<file path="config.mk">
export PLATFORM = sky130hd
export DESIGN_NAME = apb_multi_completer
export DESIGN_NICKNAME = d
export VERILOG_FILES = /design/src/rtl/apb_mc_pkg.sv /design/src/rtl/apb_timeout_counter.sv /design/src/rtl/apb_multi_completer.sv
export SDC_FILE = /design/constraint.sdc
export NUM_CORES = 1
export LEC_CHECK = 0
export CAP_MARGIN = 25
export CORE_AREA = 3 3 124 102
export CTS_BUF_LIST = sky130_fd_sc_hd__clkbuf_8
export CTS_CLUSTER_DIAMETER = 50
export DETAILED_ROUTE_END_ITERATION = 8
export DIE_AREA = 0 0 127 105
export PLACE_DENSITY = 0.8
export SYNTH_ARGS = -nofsm -noshare
export SYNTH_HDL_FRONTEND = slang
export SYNTH_SLANG_ARGS = --single-unit
</file>
<file path="constraint.sdc">
create_clock -name pclk -period 4 [get_ports pclk]
set_input_delay 0.8 -clock pclk [delete_from_list [all_inputs] [get_ports pclk]]
set_output_delay 0.8 -clock pclk [all_outputs]
set_load 0.005 [all_outputs]
</file>
<file path="src/rtl/apb_mc_pkg.sv">
// Shared state type, default parameters and sizing helper for the
// multi-channel APB completer.
package apb_mc_pkg;

  typedef enum logic [1:0] {
    IDLE   = 2'd0,
    ACCESS = 2'd1,
    DONE   = 2'd2
  } state_t;

  localparam int DEF_DATA_WIDTH   = 32;
  localparam int DEF_ADDR_WIDTH   = 10;
  localparam int DEF_NUM_CH       = 4;
  localparam int DEF_CH_ADDR_BITS = 8;
  localparam int DEF_TIMEOUT      = 16;

  // Channel index width; a single channel still uses one index bit.
  function automatic int idx_width(input int n);
    return (n > 1) ? $clog2(n) : 1;
  endfunction

endpackage

</file>
<file path="src/rtl/apb_timeout_counter.sv">
// Per-access cycle counter; expired is high on the last allowed ACCESS cycle.
module apb_timeout_counter
  import apb_mc_pkg::*;
#(
  parameter int TIMEOUT = DEF_TIMEOUT
) (
  input  logic clk,
  input  logic rst,
  input  logic clear,
  input  logic enable,
  output logic expired
);

  localparam int CW = $clog2(TIMEOUT);

  logic [CW-1:0] count_r;

  // Count enabled cycles, saturating at the expiry value.
  always_ff @(posedge clk or posedge rst) begin
    if (rst) begin
      count_r <= '0;
    end else if (clear) begin
      count_r <= '0;
    end else if (enable && !expired) begin
      count_r <= count_r + CW'(1);
    end else begin
      count_r <= count_r;
    end
  end

  assign expired = (count_r == CW'(TIMEOUT - 1));

endmodule

</file>
<file path="src/rtl/apb_multi_completer.sv">
// APB completer that forwards each transfer to one of NUM_CH back-end
// channels selected by address, with a per-access timeout.
module apb_multi_completer
  import apb_mc_pkg::*;
#(
  parameter int DATA_WIDTH   = DEF_DATA_WIDTH,
  parameter int ADDR_WIDTH   = DEF_ADDR_WIDTH,
  parameter int NUM_CH       = DEF_NUM_CH,
  parameter int CH_ADDR_BITS = DEF_CH_ADDR_BITS,
  parameter int TIMEOUT      = DEF_TIMEOUT
) (
  input  logic                         pclk,
  input  logic                         preset,
  input  logic [ADDR_WIDTH-1:0]        paddr,
  input  logic [2:0]                   pprot,
  input  logic                         psel,
  input  logic                         penable,
  input  logic                         pwrite,
  input  logic [DATA_WIDTH-1:0]        pwdata,
  input  logic [DATA_WIDTH/8-1:0]      pstrb,
  output logic                         pready,
  output logic [DATA_WIDTH-1:0]        prdata,
  output logic                         pslverr,
  output logic [NUM_CH-1:0]            ch_req,
  output logic [CH_ADDR_BITS-1:0]      ch_addr,
  output logic [2:0]                   ch_prot,
  output logic                         ch_write,
  output logic [DATA_WIDTH-1:0]        ch_wdata,
  output logic [DATA_WIDTH/8-1:0]      ch_strb,
  input  logic [NUM_CH-1:0]            ch_ack,
  input  logic [NUM_CH-1:0]            ch_err,
  input  logic [NUM_CH*DATA_WIDTH-1:0] ch_rdata
);

  localparam int IDXW = idx_width(NUM_CH);

  state_t                state_r;
  logic [NUM_CH-1:0]     req_r;
  logic [IDXW-1:0]       idx_s;
  logic                  idx_ok_s;
  logic [NUM_CH-1:0]     onehot_s;
  logic                  setup_s;
  logic                  ack_s;
  logic                  err_s;
  logic                  expired_s;
  logic [DATA_WIDTH-1:0] rdata_s;

  assign setup_s  = psel && !penable;
  assign idx_s    = paddr[CH_ADDR_BITS +: IDXW];
  assign idx_ok_s = (32'(idx_s) < 32'(NUM_CH));

  // Decode the addressed channel into a one-hot request pattern.
  always_comb begin
    onehot_s = '0;
    for (int i = 0; i < NUM_CH; i++) begin
      onehot_s[i] = (idx_s == IDXW'(i));
    end
  end

  // req_r is one-hot during ACCESS, so masking selects only the active channel.
  always_comb begin
    rdata_s = '0;
    for (int i = 0; i < NUM_CH; i++) begin
      rdata_s = rdata_s | (ch_rdata[i*DATA_WIDTH +: DATA_WIDTH] & {DATA_WIDTH{req_r[i]}});
    end
  end

  assign ack_s = |(ch_ack & req_r);
  assign err_s = |(ch_err & req_r);

  // Dropping psel mid-access withdraws the request in the same cycle.
  assign ch_req = req_r & {NUM_CH{psel}};

  apb_timeout_counter #(
    .TIMEOUT (TIMEOUT)
  ) u_timeout (
    .clk     (pclk),
    .rst     (preset),
    .clear   (state_r != ACCESS),
    .enable  (state_r == ACCESS),
    .expired (expired_s)
  );

  // Transfer sequencing, channel request and registered APB response.
  always_ff @(posedge pclk or posedge preset) begin
    if (preset) begin
      state_r  <= IDLE;
      req_r    <= '0;
      pready   <= 1'b0;
      pslverr  <= 1'b0;
      prdata   <= '0;
      ch_addr  <= '0;
      ch_prot  <= 3'b000;
      ch_write <= 1'b0;
      ch_wdata <= '0;
      ch_strb  <= '0;
    end else begin
      case (state_r)
        IDLE: begin
          if (setup_s) begin
            ch_addr  <= paddr[CH_ADDR_BITS-1:0];
            ch_prot  <= pprot;
            ch_write <= pwrite;
            ch_wdata <= pwdata;
            ch_strb  <= pstrb;
            if (idx_ok_s) begin
              state_r <= ACCESS;
              req_r   <= onehot_s;
            end else begin
              state_r <= DONE;
              pready  <= 1'b1;
              pslverr <= 1'b1;
              prdata  <= '0;
            end
          end else begin
            state_r <= IDLE;
          end
        end
        ACCESS: begin
          if (!psel) begin
            state_r <= IDLE;
            req_r   <= '0;
          end else if (ack_s) begin
            state_r <= DONE;
            req_r   <= '0;
            pready  <= 1'b1;
            pslverr <= err_s;
            prdata  <= (!ch_write && !err_s) ? rdata_s : '0;
          end else if (expired_s) begin
            state_r <= DONE;
            req_r   <= '0;
            pready  <= 1'b1;
            pslverr <= 1'b1;
            prdata  <= '0;
          end else begin
            state_r <= ACCESS;
          end
        end
        DONE: begin
          state_r <= IDLE;
          pready  <= 1'b0;
          pslverr <= 1'b0;
        end
        default: begin
          state_r <= IDLE;
          req_r   <= '0;
          pready  <= 1'b0;
          pslverr <= 1'b0;
        end
      endcase
    end
  end

endmodule
</file>
==> results of run 1 <==
==> final cells by class <==
type / instances / area [µm²] / area share [%]
Tap cell: 148 / 185.2 / 2.523
Timing Repair Buffer: 283 / 2825 / 38.49
Clock inverter: 5 / 37.54 / 0.5113
Inverter: 3 / 13.76 / 0.1875
Clock buffer: 10 / 137.6 / 1.875
Sequential cell: 92 / 2302 / 31.36
Multi-Input combinational cell: 223 / 1839 / 25.06
==> worst max-delay path, delay by kind of cell <==
kind / cells / cell delay [ns]
simple gates: 1 / 0.18
buf+inv: 2 / 1.12
==> sequential cells by signal, summed over array words and instances, names as in the netlist <==
signal / flops
state_r: 2
ch_strb: 4
ch_wdata: 32
ch_prot: 3
pready: 1
req_r: 4
ch_write: 1
u_timeout.count_r: 4
pslverr: 1
prdata: 32
ch_addr: 8
==> worst max path at each step <==
| stage | start | end | slack [ns] | depth (start not counted) |
|---|---|---|---|---|
| floorplan | preset | ch_addr[0] | 0.81 | 1 |
| detailed placement | psel | ch_addr[4] | 0.95 | 5 |
| global placement | psel | ch_addr[6] | 1.05 | 5 |
| global route | req_r[2] | ch_req[2] | 0.99 | 2 |
| finish | psel | ch_req[1] | 1.10 | 3 |
| CTS | req_r[2] | ch_req[2] | 1.08 | 2 |
==> cells in the mapped netlist, types with 3 or more instances <==
| cell type | instances | share of area (%) |
|---|---|---|
| inv_1 | 3 | 0.26 |
| o21ai_0 | 3 | 0.35 |
| and2_1 | 4 | 0.58 |
| nor3_1 | 3 | 0.35 |
| buf_4 | 9 | 1.6 |
| a221oi_1 | 32 | 6.5 |
| o21ai_2 | 30 | 6.1 |
| nor2_1 | 6 | 0.52 |
| nand2_1 | 38 | 3.3 |
| dfrtp_1 | 92 | 53 |
| a22o_1 | 33 | 6.7 |
| clkbuf_1 | 14 | 1.2 |
| mux2_2 | 48 | 13 |
| buf_6 | 3 | 0.78 |
==> metrics by stage <==
stage / utilization [%] / setup WS (ns) / cell area [µm²] / power, W / hold slack (ns)
2_1_floorplan: - / 0.8080 / 4309 / 0.001719 / 0.4468
3_3_place_gp: 62.45 / 1.050 / 7166 / 0.002436 / 0.4594
3_5_place_dp: 62.45 / 0.9547 / 7166 / 0.002475 / 0.4648
4_1_cts: 63.98 / 1.081 / 7341 / 0.003051 / 0.4851
5_1_grt: 63.98 / 0.9941 / 7341 / 0.003189 / 0.5124
6_report: 63.98 / 1.096 / 7341 / 0.003005 / 0.4785
==> kinds of logic after synthesis <==
kind of cell / share of synthesized area [%]
buffers and inverters: 4.065
XOR/XNOR: 0.2033
AND/OR/NAND/NOR: 6.446
AO/OA/AOI/OAI: 23.03
multiplexers: 12.54
adder cells (fa/ha/maj): 0.2903
flip-flops: 53.43
==> routing by layer <==
metal  wire (µm)  track usage [%]  vias to the layer above
li1            -                -                     1852
met1        5613            25.31                     1955
met2        7438            38.07                      161
met3        1040            5.519                       20
met4         215            5.360                        0
met5           0                0                        -
==> power by group through the flow <==
stage,combinational (W),clock (W),sequential [W]
floorplan,0.000420,0,0.00130
global route,0.00123,0.000627,0.00133
global placement,0.00113,0,0.00131
detailed placement,0.00116,0,0.00132
CTS,0.00116,0.000588,0.00130
finish,0.00114,0.000565,0.00130
==> metrics.md, run 1 <==
| Metric | Value |
|---|---|
| Endpoint class of the critical path | primary output |
| Critical path's largest stage delay | 0.62 ns |
| Post-synth EDFFs | 0 |
| Required @ worst endpoint | 3.20 ns |
| CP Max Fanout | 8 |
| Post-CTS setup buffer count | 0 |
| Final Max Tran Viols | 0 |
| Synth warn | 0 |
| TritonRoute pass-1 iters | 4 |
| Hold Path Origin | prdata[1] |
| Psw | 0.0008541 W |
| Worst R2R Start | req_r[2] |
| Largest net degree at the start of global routing | 54 |
| Flops & latches, synth | 92 |
| DIE HEIGHT | 105 µm |
| Top FF cell, synth | dfrtp_1 |
| Status | complete, no violations |
| Via/cell ratio | 5.220 |
| HPWL Detailed | about 11 mm |
| GRT Total Usage | 21.26% |
| Maximum vdd drop | around 0.00025 V |
| Yosys cell types | 34 |
| Iteration-0 DRC Markers | 173 |
| Worst R2R Setup Slack | 1.47 ns |
| Skew final | roughly 0.010 ns |
| RR Endpoint | prdata[28] |
| Top Ports | 276 |
| Most common cell after layout, fill and taps aside | clkdlybuf4s50_1 |
| Final WL | 14.31 mm |
| Mapped Nets | 537 |
| Setup violators final | 0 |
| Remaining DRCs | 0 |
| Sink Count | 92 |
| Synth Instances | approximately 350 |
| Crit path DAT | 2.10 ns |
| Num rows | 35 |
| Routability congestion estimate | 0.8183 |
| Worst Hold End | prdata[1] |
| ANT cells | 0 |
| Worst hold path depth | 2 |
| Worst-margin pin slew | around 0.98 ns |
| Slowest cell on crit path | clkdlybuf4s50_1 |
| RSZ-0062 raised after global routing | false |
| # H-tree levels | 3 |
| R2R cell count | 4 |
| Async S/R FF share, synth | 100.0% |
| Area Growth Syn to Fin | 70.35% |
| Most frequent cells in the layout | clkdlybuf4s50_1 (275), dfrtp_1 (92), mux2_2 (48) |
| Clock power frac | 18.8% |
| CTS tree | yes |
| Share of cells above drive strength 1 | 17.69% |
| Worst-path clk slew | 0.08 ns |
| Nets | 803 |
| Fin crit period | 2.904 ns |
| CP Class | in2out |
| # port buffers | 275 |
| Die Area | 13,340 µm² |
| DP Cell Count | 749 |
| Comb pwr share | 38.0% |
| Cell-internal power | 0.002151 W |
| Seq/Total Area, Yosys | 53.43% |
| Root buffer cell | clkbuf_8 |
| DRT antenna net count | 0 |
| First-pass GRT wire length | 22.41 mm |
| Max-Cap Viols | 0 |
| Fill count | 917 |
| Slew HR | 34.60% |
| Die Width | between 100 and 150 µm |
| Max Root-Sink Buffers | 2 |
| Reg power frac | between 40% and 50% |
| Clk_lat worst skew | 0.36 ns |
| Leakage Power | 2.940 nW |
| Worst hold path type | reg2reg |
| CTS-repair resized insts | 0 |
| Synthesized area | 4309 µm² |
| Core area | 11,470 µm² |
| Power Dens Cells | 409.4 nW/µm² |
| Vias in the first global route | ~4,200 |
| Remaining global-route overflow | 0 |
| Sw Share | 28.42% |
| Crit path top cell by count | clkdlybuf4s50_1 |
| Period Utilization, post-route | 72.61% |
| Startpoint Class | input port |
| Setup_tns | 0 ns |
| Max Fclk | approximately 0.34 GHz |
| Crit path cell chain | clkdlybuf4s50_1 > and2_1 > clkdlybuf4s50_1 |
| Initial core utilization | a little under two fifths |
| Initial antenna violation count | 0 |
| Vias | approximately 4,000 |
| Mean post-synth cell area | 12.45 µm² |
| Num CTS Buffers | 9 |
| Avg WL per Cell | 18.73 µm |
| Hold_buf cts | 0 |
| Final Hold Fails | 0 |
| Fin cells | approximately 760 |
(Power assumes the default switching activity.)
==> run 2: changes to the inputs <==
CORE_AREA = 3 3 130 107   (was 3 3 124 102)
DIE_AREA = 0 0 133 110   (was 0 0 127 105)
PLACE_DENSITY = 0.76   (was 0.8)
clock period = 2.4 ns   (was 4 ns; I/O delays follow)
==> run 2 against run 1 <==
Sequential share of layout area is 0.78 points lower. Utilization down 4.9 points. Combinational power increased by 71%. Register-to-register slack worse by 0.92 ns. Critical endpoint is now ch_req[2].
==> metrics.md, run 2 (synthesis gave the netlist of run 1 again) <==
| Metric | Value |
|---|---|
| CP Max Fanout | 8 |
| Worst hold slack | 0.4833 ns |
| Core area | 12,730 µm² |
| Finished Cell Area | 7527 µm² |
| Startpoint Class | flip-flop |
| Max Root-Sink Buffers | 2 |
| DIE HEIGHT | 110 µm |
| Critical Path Sink | ch_req[2] |
| Required @ worst endpoint | roughly 1.9 ns |
| Worst R2R Start | req_r[3] |
| Remaining global-route overflow | 0 |
| Most common cell after layout, fill and taps aside | clkdlybuf4s50_1 |
| GRT Total Usage | a little under 20% |
| Nets | 814 |
| Routability congestion estimate | 0.7981 |
| Final Max Tran Viols | 0 |
| Status | complete, no violations |
| Worst-path clk slew | approximately 0.10 ns |
| Initial core utilization | 33.85% |
| Remaining DRCs | 0 |
| Share of cells above drive strength 1 | 19.27% |
| Worst hold path type | reg2reg |
| First-pass GRT wire length | between 20 and 25 mm |
| Area after DPL | 7321 µm² |
| # H-tree levels | 3 |
| Top Ports | 276 |
| Top delay family on crit path | buffers and inverters |
| Initial antenna violation count | 0 |
| # port buffers | between 200 and 300 |
| Top Registers | ch_wdata x32, prdata x32, ch_addr x8 |
| Via/cell ratio | 4.999 |
| Num rows | 37 |
| Max Fclk | 0.4476 GHz |
| Buf/Inv on CP | 2 |
| ANT cells | 0 |
| Worst-margin pin slew | 0.5998 ns |
| CTS tree | yes |
| Maximum vdd drop | between 0.0004 and 0.0005 V |
| Endpoint class of the critical path | primary output |
| FF/Latch Area | 2302 µm² |
| Setup_tns | 0 ns |
| Die Width | approximately 130 µm |
| Final WL | 14.53 mm |
| Leakage Power | 3.024 nW |
| Vias in the first global route | 4,172 |
| Num CTS Buffers | 9 |
| HPWL Detailed | 11.56 mm |
| Clk_lat worst skew | 0.36 ns |
| Die Area | between 10,000 and 15,000 µm² |
| CTS-repair resized insts | 0 |
| Vias | 4,014 |
| TritonRoute pass-1 iters | 4 |
| Critical path startpoint | req_r[2] |
| Final core occ | 59.13% |
| Worst R2R Setup Slack | approximately 0.55 ns |
| Crit. path cell count | 3 |
| CP Class | reg2out |
| Period Utilization, post-route | just over 90% |
| Crit path DAT | 1.75 ns |
| Max-Cap Viols | 0 |
| RR Endpoint | prdata[28] |
| Area Growth Syn to Fin | 74.68% |
| Most frequent cells in the layout | clkdlybuf4s50_1 (275), dfrtp_1 (92), mux2_2 (48) |
| Area of the multi-input gates | about 1800 µm² |
| Fin crit period | roughly 2.2 ns |
| Skew final | 0.01045 ns |
| Crit path cell chain | buf_4 > and2_1 > clkdlybuf4s50_1 |
| Avg WL per Cell | 18.10 µm |
| Slowest cell on crit path | dfrtp_1 |
| Setup violators final | 0 |
| Sink Count | slightly above 90 |
| Final Hold Fails | 0 |
| RSZ-0062 raised after global routing | false |
| Fill count | 1,035 |
| DRT antenna net count | 0 |
| Hold_buf cts | 0 |
| Critical path's largest stage delay | 0.54 ns |
| Slew HR | 59.93% |
| R2R cell count | 5 |
| Root buffer cell | clkbuf_8 |
| Iteration-0 DRC Markers | 138 |
| Largest net degree at the start of global routing | 53 |
| Post-CTS setup buffer count | 0 |
| Power Dens Cells | 688.0 nW/µm² |
[run 2: cell types whose count changed in the layout (fill, tap and decap cells not counted), sizes merged]
cell	previous run	this run
buf	8	19
clkinv	2	1
clkbuf	10	9
bufinv	0	1
inv	4	6
[run 2: tightest hold or removal path, delay by kind of cell, from the launching register on]
kind            cells  cell delay, ns
compound gates      1            0.05
flops               1            0.35
simple gates        1            0.06
[run 2: area by class of cell]
class                      count  share of cell area, %
clock buffer                   9                  1.646
clock inverter                 7                  1.097
sequential                    92                  30.59
multi-input combinational    223                  24.43
timing repair buffer         294                  39.13
tap                          175                  2.909
inverter                       3                 0.1995
[run 2: worst min path at each step]
stage                    start    endpoint  slack [ns]  cells past startpoint
floorplan           state_r[1]     pslverr        0.45                      1
finish              prdata[17]  prdata[17]        0.48                      2
global placement     prdata[5]   prdata[5]        0.46                      2
CTS                 prdata[17]  prdata[17]        0.49                      2
detailed placement   prdata[5]   prdata[5]        0.47                      2
global route        prdata[24]  prdata[24]        0.51                      2
[run 2: report_power, final]
group          total (W)  leakage (nW)  switching, W  internal, W
Combinational    0.00195          1.76      0.000664      0.00129
Sequential       0.00215          1.16      0.000229      0.00192
Clock            0.00108         0.104      0.000576     0.000501
[run 2: per-layer routing]
layer	global-route usage, %	vias up	part of all wire, %
met4	4.303	0	1.2
met5	0	-	0
met1	21.89	1968	38
met3	6.125	13	8.0
met2	35.83	169	53
li1	-	1864	-
[run 2: per-stage QoR]
step,setup WS [ns],total power (W),cells
global placement,0.09804,0.004093,787
CTS,0.1077,0.005261,803
finish,0.1659,0.005179,803
floorplan,0.7398,0.002865,346
detailed placement,0.07324,0.004156,787
global route,0.03196,0.005501,803
==> run 3: changes to the inputs <==
CORE_AREA = 3 3 107 109   (was 3 3 130 107)
DIE_AREA = 0 0 110 112   (was 0 0 133 110)
DONT_BUFFER_PORTS = 1   (was not set)
PLACE_DENSITY = 0.55   (was 0.76)
==> run 3 against run 2 <==
Sequential power grew 5%. Setup slack gained 0.35 ns. Clock-buffer cell count grew 4. Utilization shrank 15 points. Via count shrank 27%. Clock power grew 5%. Sequential share of layout area grew 19 points. Fmax grew 18%. Non-clock buffer count shrank 280. Cell area shrank 38%. Final cell count shrank 39%. Critical path type is now reg2reg. Critical endpoint is now ch_wdata[0]. Largest cell class is now registers.
==> metrics.md, run 3 (synthesis gave the netlist of run 1 again) <==
| Metric | Value |
|---|---|
| Power Dens Cells | 894.3 nW/µm² |
| DIE HEIGHT | about 110 µm |
| Final Max Tran Viols | 0 |
| # H-tree levels | 3 |
| Fin crit period | approximately 1.9 ns |
| Most common cell after layout, fill and taps aside | dfrtp_1 |
| Remaining global-route overflow | 0 |
| Period Utilization, post-route | approximately 79% |
| First-pass GRT wire length | 16.57 mm |
| R2R cell count | 4 |
| Max-Cap Viols | 0 |
| Crit path cell chain | nor3b_1 > nor2b_4 > buf_4 > mux2_2 |
| Clk_lat worst skew | 0.35 ns |
| Num rows | 38 |
| Final Hold Fails | 0 |
| RSZ-0062 raised after global routing | false |
| Remaining DRCs | 0 |
| Core area | 10,700 µm² |
| Worst-margin pin slew | 0.5634 ns |
| Routability congestion estimate | 0.7567 |
| GRT Total Usage | between 10% and 20% |
| DP Cell Count | between 400 and 500 |
| Num CTS Buffers | 9 |
| Endpoint class of the critical path | flip-flop |
| Max Root-Sink Buffers | 2 |
| Vias | 2,919 |
| Largest net degree at the start of global routing | 47 |
| Iteration-0 DRC Markers | 192 |
| Die Area | 12,320 µm² |
| Skew final | between 0.008 and 0.009 ns |
| Post-CTS setup buffer count | 0 |
| Critical path's largest stage delay | ~0.45 ns |
| Initial core utilization | approximately two fifths |
| Slowest cell on crit path | dfrtp_1 |
| Overall power | ~0.0042 W |
| Most frequent cells in the layout | dfrtp_1 (92), mux2_2 (48), nand2_1 (38) |
| DRT antenna net count | 0 |
| Fin cells | 488 |
| Leakage Power | just under 2 nW |
| Required @ worst endpoint | approximately 2.6 ns |
| CTS tree | yes |
| Root buffer cell | clkbuf_8 |
| Hold Path Origin | paddr[8] |
| Vias in the first global route | 2,952 |
| Crit path DAT | between 2 and 2.5 ns |
| Die Width | 110 µm |
| Worst R2R Start | state_r[1] |
| ANT cells | 0 |
| Area Growth Syn to Fin | 8.449% |
| Share of cells above drive strength 1 | between 30% and 40% |
| Worst hold path depth | 1 |
| Final WL | 11.27 mm |
| Top Registers | ch_wdata x32, prdata x32, ch_addr x8 |
| CP Max Fanout | 31 |
| Setup violators final | 0 |
| Worst hold path type | in2reg |
| CP Class | reg2reg |
| Via/cell ratio | 5.982 |
| HPWL Detailed | 8.848 mm |
| Top Ports | 276 |
| # port buffers | 0 |
| Max Fclk | 0.5294 GHz |
| Initial antenna violation count | 0 |
| Setup_tns | 0 ns |
| Slew HR | 62.44% |
| Status | complete, no violations |
| Worst-path clk slew | 0.09 ns |
| Maximum vdd drop | approximately 0.00042 V |
| Critical path startpoint | state_r[1] |
| TritonRoute pass-1 iters | 4 |
| Startpoint Class | flip-flop |
| Nets | between 500 and 600 |
| Avg WL per Cell | between 20 and 25 µm |
| Sink Count | between 90 and 100 |
## run 3: critical path: cells and delay by family, from the launching register on
family | cells | cell delay (ns)
mux | 1 | 0.39
simple gates | 2 | 0.57
flops | 1 | 0.45
buf+inv | 1 | 0.36
## run 3: area by class of cell
class | instances | area, µm²
tap | 140 | 175.2
clock buffer | 13 | 178.9
inverter | 3 | 15.01
fill | 1002 | 6025
sequential | 92 | 2302
timing repair buffer | 14 | 120.1
clock inverter | 3 | 42.54
multi-input combinational | 223 | 1839
## run 3: what timing repair did
action / in CTS / in global routing
hold buffers: 1 / 0
endpoints found under the hold margin: 13 / 0
resized for setup: 0 / 0
endpoints found under the setup margin: 0 / 0
## run 3: final timing paths
path	to	slack, ns
setup / recovery	ch_wdata[0]	0.51
hold / removal	req_r[2]	0.20
setup reg to reg	ch_wdata[0]	0.51
hold reg to reg	prdata[22]	0.51
max in group asynchronous	ch_wdata[20]	1.10
min in group asynchronous	prdata[20]	0.63
## run 3: through the flow
step	util (%)	hold WS (ns)	setup slack, ns	instance area (µm²)
after floorplan	-	0.4468	0.7398	4313
after CTS	43.68	0.1758	0.4866	4673
final	43.68	0.2026	0.5112	4673
after global routing	43.68	0.1798	0.3839	4673
after detailed placement	41.52	0.3962	0.4958	4442
after global placement	41.52	0.4008	0.5046	4442
## run 3: routing by layer
metal  up-vias  track usage (%)  part of all wire [%]
li1       1312                -                     -
met1      1432            21.83                    38
met2       164            28.28                    50
met3        11            7.130                    11
met4         0            6.484                   1.4
met5         -                0                     0
## run 3: where the power goes
part	switching [W]	leakage, nW	internal (W)
clock network	0.000534	0.112	0.000595
logic	0.000383	0.661	0.000416
registers	0.000330	1.16	0.00192
